`config.mk`:
```
export PLATFORM = sky130hd
export DESIGN_NAME = time_set_ctrl
export DESIGN_NICKNAME = d
export VERILOG_FILES = /design/src/rtl/time_set_ctrl.sv
export SDC_FILE = /design/constraint.sdc
export NUM_CORES = 1
export LEC_CHECK = 0
export BUFFER_PORTS_ARGS = -buffer_cell sky130_fd_sc_hd__buf_2
export CORE_AREA = 2 2 100 102
export DETAILED_ROUTE_END_ITERATION = 6
export DIE_AREA = 0 0 102 104
export SLEW_MARGIN = 5
export SYNTH_ARGS = -nofsm -noshare
export SYNTH_HDL_FRONTEND = slang
export SYNTH_SLANG_ARGS = --single-unit
```
`constraint.sdc`:
```
create_clock -name clock -period 6.4 [get_ports clock]
set_input_delay 0 -clock clock [delete_from_list [all_inputs] [get_ports clock]]
set_output_delay 0 -clock clock [all_outputs]
set_load 0.005 [all_outputs]
```
`src/rtl/time_set_ctrl.sv`:
```
// time_set_ctrl: clock/time-setting controller with RUN, SET_HOUR and SET_MIN modes,
// button edge detection, hold-to-repeat increment, set-mode timeout and blinking BCD display.
module time_set_ctrl #(
  parameter logic [15:0] HOLD_CYCLES   = 16'd1000,
  parameter logic [15:0] REPEAT_CYCLES = 16'd250,
  parameter logic [5:0]  TIMEOUT_TICKS = 6'd30
) (
  input  logic        clock,
  input  logic        reset,
  input  logic        tick,
  input  logic        btn_mode,
  input  logic        btn_inc,
  input  logic        disp_sel,
  output logic [15:0] digits,
  output logic [3:0]  blank,
  output logic [1:0]  mode,
  output logic [4:0]  hours,
  output logic [5:0]  minutes,
  output logic [5:0]  seconds
);

  typedef enum logic [1:0] {
    RUN      = 2'd0,
    SET_HOUR = 2'd1,
    SET_MIN  = 2'd2
  } mode_e;

  mode_e       state, nxt_state;
  logic        mode_q, inc_q, armed;
  logic        blink_phase, nxt_blink;
  logic [5:0]  tout_cnt, nxt_tout;
  logic [15:0] hold_cnt, nxt_hold;
  logic        repeating, nxt_repeating;
  logic [4:0]  nxt_hours;
  logic [5:0]  nxt_min, nxt_sec;
  logic [5:0]  disp_hi, disp_lo;
  logic [15:0] nxt_digits;
  logic [3:0]  nxt_blank;
  logic        mode_edge, inc_edge, rep_fire, set_mode, inc_req;

  // Edges are masked for the first cycle out of reset so a button already held is not an edge
  assign mode_edge = armed & btn_mode & ~mode_q;
  assign inc_edge  = armed & btn_inc & ~inc_q;
  assign set_mode  = (state != RUN);
  assign rep_fire  = set_mode & btn_inc & (hold_cnt != 16'd0) &
                     ((!repeating && hold_cnt == HOLD_CYCLES) ||
                      (repeating && hold_cnt == REPEAT_CYCLES));
  assign inc_req   = set_mode & (inc_edge | rep_fire);
  assign mode      = state;

  // Next-state computation for mode, time fields, hold/repeat and timeout counters
  always_comb begin
    nxt_state     = state;
    nxt_hours     = hours;
    nxt_min       = minutes;
    nxt_sec       = seconds;
    nxt_tout      = tout_cnt;
    nxt_hold      = hold_cnt;
    nxt_repeating = repeating;

    if (!set_mode || !btn_inc) begin
      nxt_hold      = 16'd0;
      nxt_repeating = 1'b0;
    end else if (inc_edge) begin
      nxt_hold      = 16'd1;
      nxt_repeating = 1'b0;
    end else if (rep_fire) begin
      nxt_hold      = 16'd1;
      nxt_repeating = 1'b1;
    end else if (hold_cnt != 16'd0) begin
      nxt_hold = hold_cnt + 16'd1;
    end

    if (!set_mode && tick) begin
      if (seconds == 6'd59) begin
        nxt_sec = 6'd0;
        if (minutes == 6'd59) begin
          nxt_min   = 6'd0;
          nxt_hours = (hours == 5'd23) ? 5'd0 : hours + 5'd1;
        end else begin
          nxt_min = minutes + 6'd1;
        end
      end else begin
        nxt_sec = seconds + 6'd1;
      end
    end

    if (mode_edge) begin
      nxt_hold      = 16'd0;
      nxt_repeating = 1'b0;
      nxt_tout      = 6'd0;
      case (state)
        RUN:      nxt_state = SET_HOUR;
        SET_HOUR: nxt_state = SET_MIN;
        default: begin
          nxt_state = RUN;
          nxt_sec   = 6'd0;
        end
      endcase
    end else if (!set_mode) begin
      nxt_tout = 6'd0;
    end else if (inc_req) begin
      nxt_tout = 6'd0;
      if (state == SET_HOUR) nxt_hours = (hours == 5'd23) ? 5'd0 : hours + 5'd1;
      else                   nxt_min   = (minutes == 6'd59) ? 6'd0 : minutes + 6'd1;
    end else if (tick) begin
      if (tout_cnt == TIMEOUT_TICKS - 6'd1) begin
        nxt_tout  = 6'd0;
        nxt_state = RUN;
        if (state == SET_MIN) nxt_sec = 6'd0;
      end else begin
        nxt_tout = tout_cnt + 6'd1;
      end
    end

    if (nxt_state == RUN)      nxt_blink = 1'b0;
    else if (set_mode && tick) nxt_blink = ~blink_phase;
    else                       nxt_blink = blink_phase;
  end

  // Display digits and blank mask derived from the next-cycle state
  always_comb begin
    if (nxt_state == RUN && disp_sel) begin
      disp_hi = nxt_min;
      disp_lo = nxt_sec;
    end else begin
      disp_hi = {1'b0, nxt_hours};
      disp_lo = nxt_min;
    end
    nxt_digits = {4'(disp_hi / 6'd10), 4'(disp_hi % 6'd10),
                  4'(disp_lo / 6'd10), 4'(disp_lo % 6'd10)};
    nxt_blank = 4'b0000;
    if (nxt_blink) begin
      if (nxt_state == SET_HOUR)     nxt_blank = 4'b1100;
      else if (nxt_state == SET_MIN) nxt_blank = 4'b0011;
    end
  end

  // State, time and display registers with synchronous active-low reset
  always_ff @(posedge clock) begin
    if (!reset) begin
      state       <= RUN;
      hours       <= 5'd0;
      minutes     <= 6'd0;
      seconds     <= 6'd0;
      blink_phase <= 1'b0;
      tout_cnt    <= 6'd0;
      hold_cnt    <= 16'd0;
      repeating   <= 1'b0;
      mode_q      <= 1'b0;
      inc_q       <= 1'b0;
      armed       <= 1'b0;
      digits      <= 16'h0000;
      blank       <= 4'b0000;
    end else begin
      state       <= nxt_state;
      hours       <= nxt_hours;
      minutes     <= nxt_min;
      seconds     <= nxt_sec;
      blink_phase <= nxt_blink;
      tout_cnt    <= nxt_tout;
      hold_cnt    <= nxt_hold;
      repeating   <= nxt_repeating;
      mode_q      <= btn_mode;
      inc_q       <= btn_inc;
      armed       <= 1'b1;
      digits      <= nxt_digits;
      blank       <= nxt_blank;
    end
  end

endmodule

```
Yosys cells after proc, flatten, opt, wreduce, memory -nomap -nowiden
Cells that the tools add are included.

storage, ports and cells
  register bits = 66
  output and inout port bits = 39

cells by class
  reductions and logical operators = 22
  eq/ne operators = 10
  div/mod/pow operators = 4
  $add $sub $neg = 5
  muxes and demuxes = 41
  bitwise operators = 15

operators by type and width
  kind                   number
  $mux 6                 19
  $mux 5                 8
  $add 6x1->6 const B    3
  $add 16x1->16 const B  1
  $eq 16x10->1 const B   1
  $eq 16x8->1 const B    1
  $reduce_bool 16->1     1
  $div 6x4->6 const B    2
  $eq 6x6->1 const B     2
  $mod 6x4->6 const B    2
  $mux 2                 6
  $and 1x1->1            8
  $reduce_or 4->1        2
  $eq 6x5->1 const B     1
  $mux 1                 6
  $not 1->1              6
  $reduce_or 3->1        2
  $add 5x1->5 const B    1
  $eq 5x5->1 const B     1
  $logic_and 1x1->1      5
  $reduce_or 5->1        1
  $eq 2x1->1 const B     2
  $eq 2x2->1 const B     2
  $logic_not 2->1        2
  other kinds (9)        12

Longest topological paths before layout
  depth in word-level cells = 13
  mapped depth = 21
  gate-level depth less buffers = 19

Worst setup path before layout
OpenSTA, ideal clock, no wires.

  kind = flip-flop to flip-flop
  start point = register hold_cnt[12]
  end point = register digits[3]
  stages on the path, launching flop included = 16
  library setup time = 59 ps
  path slack = 2,347 ps
  period minus slack after synthesis = 4,053 ps
  data arrival time = 3,994 ps
  cells stage by stage = dfxtp_1 > or4_4 > or4_4 > or3_4 > a2111oi_4 > a21oi_2 > o21ai_4 > ha_1 > inv_1 > a221oi_1 > o211ai_1 > a22oi_1 > inv_1 > ha_1 > nor4b_1 > a31o_1

on the way
  longest elaborated chain between the ends = 13
  elaborated cells on any way between the ends = 23
  those cells by class = div (1); eq/ne (2); mux (10); bitwise (4); reduce/logical (6)

ends and longest elaborated chain
  element                                             RTL line  source
  start: declaration                                  32        logic [15:0] hold_cnt, nxt_hold;
  start signal: assignment                            162       hold_cnt <= nxt_hold;
  $eq 16x10->1 / $eq 16x8->1 (equally long branches)  46, 47
  $logic_and 1x1->1 (on tied branches)                46, 47
  $logic_or 1x1->1                                    46        ((!repeating && hold_cnt == HOLD_CYCLES) ||
  $and 1x1->1 (*)                                     45        assign rep_fire = set_mode & btn_inc & (hold_cnt != 16'd0) &
  $or 1x1->1 (*)                                      48        assign inc_req = set_mode & (inc_edge | rep_fire);
  $and 1x1->1 (*)                                     48
  $mux 2                                              102       end else if (inc_req) begin
  $mux 2                                              100       end else if (!set_mode) begin
  $mux 2                                              88        if (mode_edge) begin
  $logic_not 2->1                                     123       if (nxt_state == RUN && disp_sel) begin
  $logic_and 1x1->1                                   123
  $mux 6 (*)                                          123
  $mod 6x4->6 (*)                                     131       4'(disp_lo / 6'd10), 4'(disp_lo % 6'd10)};
  end signal: assignment                              167       digits <= nxt_digits;
  end: declaration                                    14        output logic [15:0] digits,

Mark *: on every way between the ends. The rest lies on a longest branch, timed or not.
A chain may end at the register's enable or synchronous reset.

Worst setup path in the final report
Ends and elaborated chain as after synthesis.

==> results.ini <==
[outcome]
status=completed

[layout]
antennaDiodeCount=0
multi_input_area_um2=2370
fin_util=0.454
nNetsFinal=521
final_cells=640
fin_area_um2=4330
regArea_um2=1240
fill_cells=970
area_growth_pct=14.4
drive_above_1_share=0.164

[floorplanning]
io_pins=45
num_rows=36
die_area_um2=10600
die_height_um=104
coreArea_um2=9550
start_util=0.397
die_x_um=102

[global_route]
grt.total_usage=0.181
grt_max_degree=25
grt_pass1_vias=3326
antenna_found_initial=0
met2_usage=0.295
overflow=0
met1_usage=0.244
top_usage_layer=met2
grt_pass1_wl_um=15700
use_met3=0.0370

[synthesis]
yosysWarnings=0
seq_area_frac_synth=0.328
synth-xor-area-share=0.0555
synth-simple-area-share=0.285
yosysTopAreaCellShare=0.328
synth_fa_ha_area_frac=0.0429
synth_mux_area_frac=0.0162
synth_area_leaders=dfxtp_1, nor2_1, ha_1
synth_top_family_by_area=simple AND/OR/NAND/NOR gates
avgSynthCellArea_um2=8.17
synth_top_cell_by_area=dfxtp_1
synth-edff-count=0
synth_compound_area_frac=0.225
ys_seq_elements=62
synth_cell_type_count=71
synthCells=464
synthArstFlopShare=0
synth_flop_cell=dfxtp_1
syn_area_um2=3790

[timing]
setup-tns-final_ns=0
rsz0062_at_grt=false
finalMaxSlewViolations=0
fmax_mhz=219
relSlewSlack=0.433
fin_worst_skew_ns=0.0126
fin_crit_sh=0.714
fin_hold_ws_ns=0.462
setup_viol=0
worstMarginPinSlew_ns=0.849
fin_crit_ns=4.57
final_hold_viol_count=0

[route]
final_antenna_net_count=0
vias=3467
vias_per_cell=5.42
drt_pass1_iterations=4
wl_per_cell_um=14.5
drc=0
drt_wl_total_um=9290
drt-initial-drc-count=154

[worst_setup_path]
r2r_end=digits[3]
cp_data_required_time_ns=6.69
timing.rr.start=hold_cnt[12]
ff2ff_path_depth=14
reg2reg_setup_slack_ns=1.83
cp_cell_sequence=or4_4 > or4_4 > o2111ai_1 > and2_1 > o21ai_0 > o21ai_0 > ha_1 > o21ai_1 > o211ai_1 > a22oi_1 > inv_1 > ha_1 > nor4b_1 > a31o_1
critPathKind=flip-flop to flip-flop
cp-start-kind=flip-flop
slowest_delay_ns=0.62
slowest_stage=and2_1
cp.arrival_ns=4.86
cp-end-kind=flip-flop
path_max_fanout=16

[pwr]
p_per_area_nw_per_um2=204
p_leak_uw=0.00168
peakVddDrop_v=0.0000811

[placed_design]
hpwl_um=6900
placed_cell_area_um2=4060
io_buffers=42
dp_cells=620
place_congestion=0.873

[min_path]
hp-class=input pin to flip-flop
min_from=btn_mode
holdPathEnd=mode_q
holdPathStages=3

[cts]
clock-root-buffer=clkbuf_8
cts_sinks=62
clkLatencyLatePin_ns=0.35
cts_buffers=9
cts_resized=0
cts_tree=yes
clk_pin_slew_ns=0.08
ctsHtreeMaxLevel=3
clockBufferDepth=2

[flow_run]
maxCapViolations=0

==> timing repair <==
item | 4_1_cts | 5_1_grt
setup buffers | 0 | 0
endpoints found under the hold margin | 4 | 0
hold buffers | 4 | 0
==> cells in the mapped netlist (9+ instances only) <==
master,instances
nor2_1,66
dfxtp_1,62
nand2_1,36
a21oi_1,23
nor3_1,21
inv_1,19
o21ai_0,17
nand3_1,15
xor2_1,14
ha_1,13
clkbuf_1,10
xnor2_1,10
and2_1,9
nand4_1,9
==> sequential cells by signal, indices dropped and copies added, names as in the netlist <==
name / flops
tout_cnt: 6
blank: 2
minutes: 6
inc_q: 1
repeating: 1
digits: 14
hours: 5
armed: 1
mode_q: 1
hold_cnt: 16
seconds: 6
mode: 2
blink_phase: 1
==> power by group <==
part | internal (uW) | switching [uW]
Clock | 233 | 169
Combinational | 33.7 | 52.4
Sequential | 393 | 5.15
==> kinds of logic (layout without fill, tap and decap cells) <==
kind of cell    count (synthesis)  after routing
other cells                     1              2
mux                             6              6
fa+ha+maj                      13             13
simple gates                  208            208
compound gates                111            111
xor+xnor                       24             24
flops                          62             62
buf+inv                        39             81
==> per-stage QoR <==
stage          power (uW)  setup WS (ns)
4_1_cts               895           1.81
3_3_place_gp          489           2.06
2_1_floorplan         473           2.35
5_1_grt               923           1.48
6_report              886           1.83
3_5_place_dp          491           1.85
==> critical path: cells and delay by family, from the launching register on <==
kind | cells | cell delay, ns
adders and majority gates | 2 | 0.47
AOI/OAI and AO/OA | 7 | 1.56
DFF | 1 | 0.33
buffers and inverters | 1 | 0.10
and+or+nand+nor | 4 | 2.04
==> how the worst max path moves through the flow <==
| stage | start | slack, ns | cells after the start | to |
|---|---|---|---|---|
| global placement | hold_cnt[12] | 2.06 | 15 | digits[3] |
| floorplan | hold_cnt[12] | 2.35 | 15 | digits[3] |
| detailed placement | hold_cnt[13] | 1.85 | 14 | digits[2] |
| global route | hold_cnt[13] | 1.48 | 14 | digits[3] |
| finish | hold_cnt[12] | 1.83 | 14 | digits[3] |
| CTS | hold_cnt[13] | 1.81 | 14 | digits[3] |
==> per-layer routing <==
layer / vias up / routed length (um)
li1: 1766 / -
met1: 1637 / 4460
met2: 58 / 4390
met3: 6 / 368
met4: 0 / 65
met5: - / 0
==> area by class of cell <==
cell class,count,area share
Clock buffer,10,0.0318
Multi-Input combinational cell,364,0.548
Sequential cell,62,0.286
Clock inverter,6,0.0214
Inverter,19,0.0165
Timing Repair Buffer,46,0.0578
Tap cell,133,0.0384
==> cells in the final DEF, fill, tap and decap left out, types with 9 or more instances in the layout <==
cell	count
and2_1	9
nor2_1	66
nand2_1	36
xor2_1	14
dfxtp_1	62
a21oi_1	23
nand3_1	15
nor3_1	21
nand4_1	9
xnor2_1	10
buf_2	42
inv_1	19
clkbuf_8	10
o21ai_0	17
ha_1	13
Note: power is estimated with default switching activity, not from simulation.
